**src/rtl/layer_vec_driver.sv**
```systemverilog
// Stream-side driver for one fully connected layer instance.
// Buffers an N-word input vector from the host, streams it into the layer,
// collects the M result words and replays them to the host.
// Words are signed two's complement and pass through bit-exact.
module layer_vec_driver #(
  parameter int N    = 8,
  parameter int M    = 8,
  parameter int T    = 8,
  parameter int LOGN = 3,
  parameter int LOGM = 3
) (
  input  logic                clk,
  input  logic                reset,
  // host load side
  input  logic                ld_valid,
  input  logic signed [T-1:0] ld_data,
  output logic                ld_ready,
  // to layer input port
  output logic                tx_valid,
  output logic signed [T-1:0] tx_data,
  input  logic                tx_ready,
  // from layer output port
  input  logic                rx_valid,
  input  logic signed [T-1:0] rx_data,
  output logic                rx_ready,
  // host result side
  output logic                res_valid,
  output logic signed [T-1:0] res_data,
  input  logic                res_ready,
  // status
  output logic                done,
  output logic [7:0]          vec_count,
  output logic                neg_seen
);

  localparam logic [1:0] S_LOAD  = 2'd0;
  localparam logic [1:0] S_SEND  = 2'd1;
  localparam logic [1:0] S_RECV  = 2'd2;
  localparam logic [1:0] S_DRAIN = 2'd3;

  localparam logic [LOGN:0] N_LAST = (LOGN+1)'(N-1);
  localparam logic [LOGM:0] M_LAST = (LOGM+1)'(M-1);
  localparam logic [LOGN:0] N_ONE  = (LOGN+1)'(1);
  localparam logic [LOGM:0] M_ONE  = (LOGM+1)'(1);

  logic [1:0]          state;
  logic [LOGN:0]       ld_cnt;
  logic [LOGN:0]       tx_cnt;
  logic [LOGM:0]       rx_cnt;
  logic [LOGM:0]       res_cnt;

  // Vector storage; never reset, the counters alone define what is valid.
  logic signed [T-1:0] x_buf [N];
  logic signed [T-1:0] y_buf [M];

  logic                ld_fire;
  logic                tx_fire;
  logic                rx_fire;
  logic                res_fire;

  // Handshake outputs come straight from the state and are forced low during reset.
  always_comb begin
    ld_ready  = !reset && (state == S_LOAD);
    tx_valid  = !reset && (state == S_SEND);
    rx_ready  = !reset && (state == S_RECV);
    res_valid = !reset && (state == S_DRAIN);
    ld_fire   = ld_valid  && ld_ready;
    tx_fire   = tx_valid  && tx_ready;
    rx_fire   = rx_valid  && rx_ready;
    res_fire  = res_valid && res_ready;
    tx_data   = tx_valid  ? x_buf[tx_cnt[LOGN-1:0]]  : '0;
    res_data  = res_valid ? y_buf[res_cnt[LOGM-1:0]] : '0;
  end

  // Data capture into the vector buffers (no reset on data).
  always_ff @(posedge clk) begin
    if (ld_fire) x_buf[ld_cnt[LOGN-1:0]] <= ld_data;
    if (rx_fire) y_buf[rx_cnt[LOGM-1:0]] <= rx_data;
  end

  // Control FSM: LOAD -> SEND -> RECV -> DRAIN -> LOAD, plus status flags.
  always_ff @(posedge clk) begin
    if (reset) begin
      state     <= S_LOAD;
      ld_cnt    <= '0;
      tx_cnt    <= '0;
      rx_cnt    <= '0;
      res_cnt   <= '0;
      done      <= 1'b0;
      vec_count <= 8'd0;
      neg_seen  <= 1'b0;
    end else begin
      done <= 1'b0;
      case (state)
        S_LOAD: begin
          if (ld_fire) begin
            if (ld_cnt == N_LAST) begin
              ld_cnt <= '0;
              state  <= S_SEND;
            end else begin
              ld_cnt <= ld_cnt + N_ONE;
            end
          end
        end
        S_SEND: begin
          if (tx_fire) begin
            if (tx_cnt == N_LAST) begin
              tx_cnt <= '0;
              state  <= S_RECV;
            end else begin
              tx_cnt <= tx_cnt + N_ONE;
            end
          end
        end
        S_RECV: begin
          if (rx_fire) begin
            if (rx_cnt == M_LAST) begin
              rx_cnt <= '0;
              state  <= S_DRAIN;
            end else begin
              rx_cnt <= rx_cnt + M_ONE;
            end
          end
        end
        S_DRAIN: begin
          if (res_fire) begin
            if (res_cnt == M_LAST) begin
              res_cnt   <= '0;
              done      <= 1'b1;
              vec_count <= vec_count + 8'd1;
              state     <= S_LOAD;
            end else begin
              res_cnt <= res_cnt + M_ONE;
            end
          end
        end
        default: state <= S_LOAD;
      endcase
      // A negative layer output means the ReLU stage misbehaved; remember it.
      if (rx_fire && rx_data[T-1]) neg_seen <= 1'b1;
    end
  end

endmodule

```
**config.mk**
```make
export PLATFORM = sky130hd
export DESIGN_NAME = layer_vec_driver
export DESIGN_NICKNAME = d
export VERILOG_FILES = /design/src/rtl/layer_vec_driver.sv
export SDC_FILE = /design/constraint.sdc
export NUM_CORES = 1
export LEC_CHECK = 0
export ABC_AREA = 1
export CORE_MARGIN = 3
export CORE_UTILIZATION = 40
export CTS_BUF_LIST = sky130_fd_sc_hd__clkbuf_16
export DETAILED_ROUTE_END_ITERATION = 12
export PLACE_DENSITY_LB_ADDON = 0.12
export SLEW_MARGIN = 0
export SYNTH_ARGS = -nofsm -noshare
export SYNTH_HDL_FRONTEND = slang
export SYNTH_SLANG_ARGS = --single-unit
```
**constraint.sdc**
```tcl
create_clock -name clk -period 2.3 [get_ports clk]
set_clock_uncertainty 0.2 [all_clocks]
set_input_delay 0.345 -clock clk [delete_from_list [all_inputs] [get_ports clk]]
set_output_delay 0.345 -clock clk [all_outputs]
set_load 0.05 [all_outputs]
```
; ---- Word-level counts from Yosys, hierarchy flattened
; Memory sizes are Yosys's and may differ from the RTL's. A register that Yosys moved wholly into a read port is not among the register bits.
; Index checks and enable logic that the tools add are counted.
[word_totals]
word_cells = 74
in_bits = 22
register_bits = 28
n_memories = 2
out_inout_bits = 30
ramBits = 128
[mem_list]
columns = memory, words, width, rd, rd_clocked_by_memory_dff, write_ports, line_no
row1 = x_buf, 8, 8, 1, 1, 1, 53  ; logic signed [T-1:0] x_buf [N];
row2 = y_buf, 8, 8, 1, 1, 1, 54  ; logic signed [T-1:0] y_buf [M];
[classes]
n_reduce_logical = 18
n_addsub = 5
eq_ne = 15
bitwise = 2
n_mux = 24
[op_table]
columns = cell, n
row1 = adder 4 x 1 -> 4 bit (second input constant), 4
row2 = == test 4 x 3 -> 1 bit (second input constant), 4
row3 = two-way mux 2 bit, 8
row4 = two-way mux 4 bit, 4
row5 = two-way mux 8 bit, 2
row6 = two-way mux 3 bit, 4
row7 = logical AND 1 bit, 9
row8 = adder 8 x 1 -> 8 bit (second input constant), 1
row9 = inequality test 2 x 1 -> 1 bit (second input constant), 4
row10 = inequality test 2 bit (second input constant), 4
row11 = case mux 2 bit (4 select lines), 1
row12 = AND reduction 2 bit, 4
row13 = AND reduction 8 bit, 1
row14 = two-way mux 1 bit, 5
row15 = == test 2 bit (second input constant), 2
row16 = AND reduction 3 bit, 1
row17 = OR reduction 3 bit, 1
row18 = == test 2 x 1 -> 1 bit (second input constant), 1
row19 = logical NOT 2 bit, 1
row20 = NOT 1 bit, 2
row21 = logical NOT 1 bit, 1

; ---- Longest topological paths before layout
[logic_depth]
word_depth = 6
ltp_mapped = 10
ltp_nobuf = 9

; ---- Worst setup path before layout
; No wires, ideal clock.
[synth_timing]
kind = reg-to-reg
startpoint = reg state[0]
endpoint = mem x_buf[1][0], enable pin
setup_slack_ns = -0.447
n_path_buf = 0
period_less_slack_ns = 2.747
t_arrival_ns = 2.177
stages_incl_launch_ff = 9
cell_sequence = dfxtp_1 inv_1 ha_1 inv_1 nor2_1 nand2_1 nor2_1 inv_1 nor2_1
[synth_via]
elab_chain_len = 5
[synth_lines]
columns = item, line_no
row1 = "start, declared", 46  ; logic [1:0] state;
row2 = "start signal, assigned", 84  ; state <= S_LOAD;
row3 = "start signal, assigned", 99  ; state <= S_SEND;
row4 = "start signal, assigned", 109  ; state <= S_RECV;
row5 = logical NOT 2 bit, 63  ; ld_ready = !reset && (state == S_LOAD);
row6 = logical AND 1 bit, 63
row7 = named net ld_ready, 17  ; output logic ld_ready,
row8 = logical AND 1 bit, 67  ; ld_fire = ld_valid && ld_ready;
row9 = two-way mux 1 bit, 77  ; if (ld_fire) x_buf[ld_cnt[LOGN-1:0]] <= ld_data;
row10 = two-way mux 1 bit (implied by the code), 77
row11 = "end, declared", 53
; The timed path passes the listed nets, and every way through them passes these cells.

==> key figures <==
Drt
  – Drt wl/cell: 15.53 um
  – Routed WL: 14.78 mm
  – Metal-1 WL: 6.611 mm
  – Detail Route Antenna Nets: 0
  – Top Metal Used: met4
  – # DRC: 0
  – DR WL met3: 656 um
  – Via count: approximately 4700
  – Met2 routed WL: 7.366 mm
  – Drt initial violations: 390
  – Average vias per placed instance: between 4 and 5
  – Drt first pass iters: 5

Worst setup path
  – Crit. End Element: output port
  – Crit-path max cell delay: between 0.3 and 0.4 ns
  – Crit path DAT: 1.76 ns
  – CP Launch Type: flip-flop
  – Cell at the slowest stage of the critical path: dfxtp_4
  – RR Startpoint: state[1]$_SDFFE_PP0P_
  – Kind of critical path: flip-flop to output port
  – Worst R2R Setup Slack: 0.26 ns
  – Critical path, cell by cell: buf_12 -> nor2_1 -> nor2_1 -> o21ai_1 -> o21ai_1 -> o21ai_1 -> nor2_2 -> buf_12
  – Critical Path RT: ~1.8 ns
  – Worst flop-to-flop path endpoint: x_buf[3][2]$_DFFE_PP_
  – Setup crit end: tx_data[4]
  – Cell mode on critical path: o21ai_1
  – R2R depth: 10
  – Crit path max fanout: 16

Pwr
  – Peak supply drop: around 0.00058 V
  – Leak Pwr: between 3 and 4 nW
  – Power Density: 725.6 nW/um^2
  – Total power: between 6 and 7 mW
  – Clock power share: 48.1%
  – Gate power share: 2.4%
  – Psw: about 1.2 mW
  – Sequential cell fraction of total power: 49.5%
  – Net Sw Frac: 19.32%
  – Cell Int Power: 5.173 mW

Hold path
  – Hold Path Origin: neg_seen$_SDFFE_PP0P_
  – Min-Delay Path Class: flip-flop to flip-flop
  – Hold Path Depth: 2

Synthesis
  – Syn Std Cell Area: 6639 um^2
  – Distinct cells, synth: 24
  – Synthesized-area fraction occupied by adder cells: 1.696%
  – Ys Warns: 0
  – Leading area contributor after synthesis: edfxtp_1
  – Mux cell area share after synthesis: 0%
  – Post-synth EDFFs: between 100 and 150
  – Synth top cells by count: 166 x nor2_1, 128 x edfxtp_1, 125 x o21ai_0, 48 x nand2_1, 36 x inv_1
  – Synth Area in Compound Gates: approximately 11%
  – Mapped Avg Cell Area: 10.61 um^2
  – Post-Synthesis Cells: 626
  – Synth area leaders: edfxtp_1 58%, dfxtp_1 10%, o21ai_0 9.4%, nor2_1 9.4%, nand2_1 2.7%
  – Syn nets: 657
  – Post-Synth Simple-Gate Area: 14.95%
  – Main flop type after synthesis: edfxtp_1
  – Share of the synthesized area in the top cell type: approximately 58%
  – #FFs+latches synth: about 160
  – Post-Synth XOR/XNOR Area: 0.5277%
  – FFs w/ async S/R, synth: 0%
  – Top-count cell post-synth: nor2_1
  – Largest family of logic cells by synthesized area: simple AND/OR/NAND/NOR gates
  – Sequential area share after synthesis: 68.15%

Clocking
  – CTS HTree Levels: 4
  – Root Buffer: clkbuf_16
  – CTS tree: yes
  – CTS Sinks: 162
  – Worst-Skew Late Latency: 0.42 ns
  – CTS max path bufs: 2
  – Clock-pin slew on the worst setup and hold paths: 0.06 ns
  – CTS buffer count: 17

Floorplan
  – Core box area: 16060 um^2
  – Starting Density: 41.34%
  – IO Count: 52
  – Die Ht: 134.8 um
  – Site row count: 46
  – Die area: 18180 um^2
  – Die width: 134.8 um

Place
  – Post-DP Area: 7859 um^2
  – Hpwl dp: 9.673 mm
  – RePlAce Congestion: 0.8397
  – Port Buffers: 51

Final layout
  – Post-route cell area: 8836 um^2
  – Layout cells sized above 1: 21.47%
  – # diodes: 0
  – Final core utilization: a little under three fifths
  – Layout area overhead: 33.09%
  – Final Net Count: 754

STA
  – Worst rel slew slack: approximately two thirds
  – Final setup fails: 1
  – Setup WS post-layout: -0.006248 ns
  – Final hold vios: 0
  – Final period utilization: 100.3%
  – Hold WS: 0.2466 ns
  – Max Freq: 433.6 MHz
  – Worst slew pin tran: 0.4987 ns
  – Max Slew Vio Count: 0
  – Min cycle time layout: 2.306 ns
  – RSZ-0062 raised after global routing: yes

Global route
  – Initial antenna violation count: 0
  – Vias in the first global route: roughly 4700
  – Largest net degree at the start of global routing: 33
  – GRT Resource Usage Total: 16.86%
  – Grt total ovfl: 0
  – First-pass GRT wire length: 23.60 mm

Flow run
  – MaxCap Viol Count: 0

Outcome
  – Status: finished with violations
  – Failing checks: setup timing
cells by family (layout without fill, tap and decap cells):
| logic type | Yosys count | after routing |
|---|---|---|
| AND/OR/NAND/NOR | 244 | 244 |
| flip-flops | 162 | 162 |
| AO/OA/AOI/OAI | 146 | 146 |
| buffers and inverters | 61 | 171 |
| adder cells (fa/ha/maj) | 9 | 9 |
| XOR/XNOR | 4 | 4 |
worst max-delay path, delay by kind of cell, from the launching register on:
family	cells	cell delay, ns
buffers and inverters	2	0.31
and+or+nand+nor	3	0.30
AOI/OAI and AO/OA	3	0.34
DFF	1	0.39
stage by stage:
stage          setup TNS [ns]  setup slack, ns  instances
3_5_place_dp          -0.6805         -0.03494        910
2_1_floorplan               0          0.04234        626
4_1_cts              -0.08154         -0.03498        951
3_3_place_gp                0         0.008738        910
5_1_grt               -0.7760         -0.08690        952
6_report            -0.006248        -0.006248        952
per-layer routing:
metal / global-route usage [%] / vias to the layer above
met5: 0 / -
met4: 6.278 / 0
met3: 3.651 / 10
met2: 27.38 / 88
met1: 22.36 / 2232
li1: - / 2338
sequential cells by signal, indices dropped and copies added, names as in the netlist, named ones only:
register and flops:
done 1, ld_cnt 4, neg_seen 1, res_cnt 4, rx_cnt 4, state 2
tx_cnt 4, vec_count 8, x_buf 64, y_buf 64
worst min-delay path by stage:
stage,endpoint,slack [ns]
after floorplan,x_buf[0][0]$_DFFE_PP_,0.24
after global placement,neg_seen$_SDFFE_PP0P_,0.24
after detailed placement,neg_seen$_SDFFE_PP0P_,0.24
after CTS,neg_seen$_SDFFE_PP0P_,0.25
after global routing,neg_seen$_SDFFE_PP0P_,0.27
final,neg_seen$_SDFFE_PP0P_,0.25
layout by cell type, fill, tap and decap left out, types with 7 or more instances in the layout:
cell,instances
nor2_1,145
edfxtp_1,128
o21ai_0,58
o21ai_1,58
nand2_1,48
buf_4,36
inv_1,31
dfxtp_1,30
clkdlybuf4s50_1,30
buf_12,21
nor2_2,19
clkbuf_16,19
a21oi_1,17
nand3_1,14
o21ai_2,10
buf_6,10
ha_1,7
cell type report:
cell class / count / area [um^2]
Clock inverter: 15 / 229.0
Timing Repair Buffer: 102 / 1209
Clock buffer: 17 / 425.4
Tap cell: 216 / 270.3
Sequential cell: 162 / 4537
Inverter: 37 / 141.4
Multi-Input combinational cell: 403 / 2024
Fill cell: 1354 / 7222
power by group through the flow:
stage,Clock (mW),Combinational [mW],Sequential (mW)
floorplan,0,0.0453,3.24
global placement,0,0.153,3.24
detailed placement,0,0.154,3.24
CTS,3.14,0.155,3.17
global route,3.27,0.171,3.17
finish,3.08,0.155,3.17
repair_timing:
| action | 4_1_cts | 5_1_grt |
|---|---|---|
| setup buffers | 8 | 0 |
| pin swaps | 16 | 21 |
| setup endpoints to repair | 16 | 18 |
| resized for setup | 78 | 42 |
| hold buffers | 0 | 0 |
| cloned | 1 | 2 |
Power figures use the tool's default switching activity.
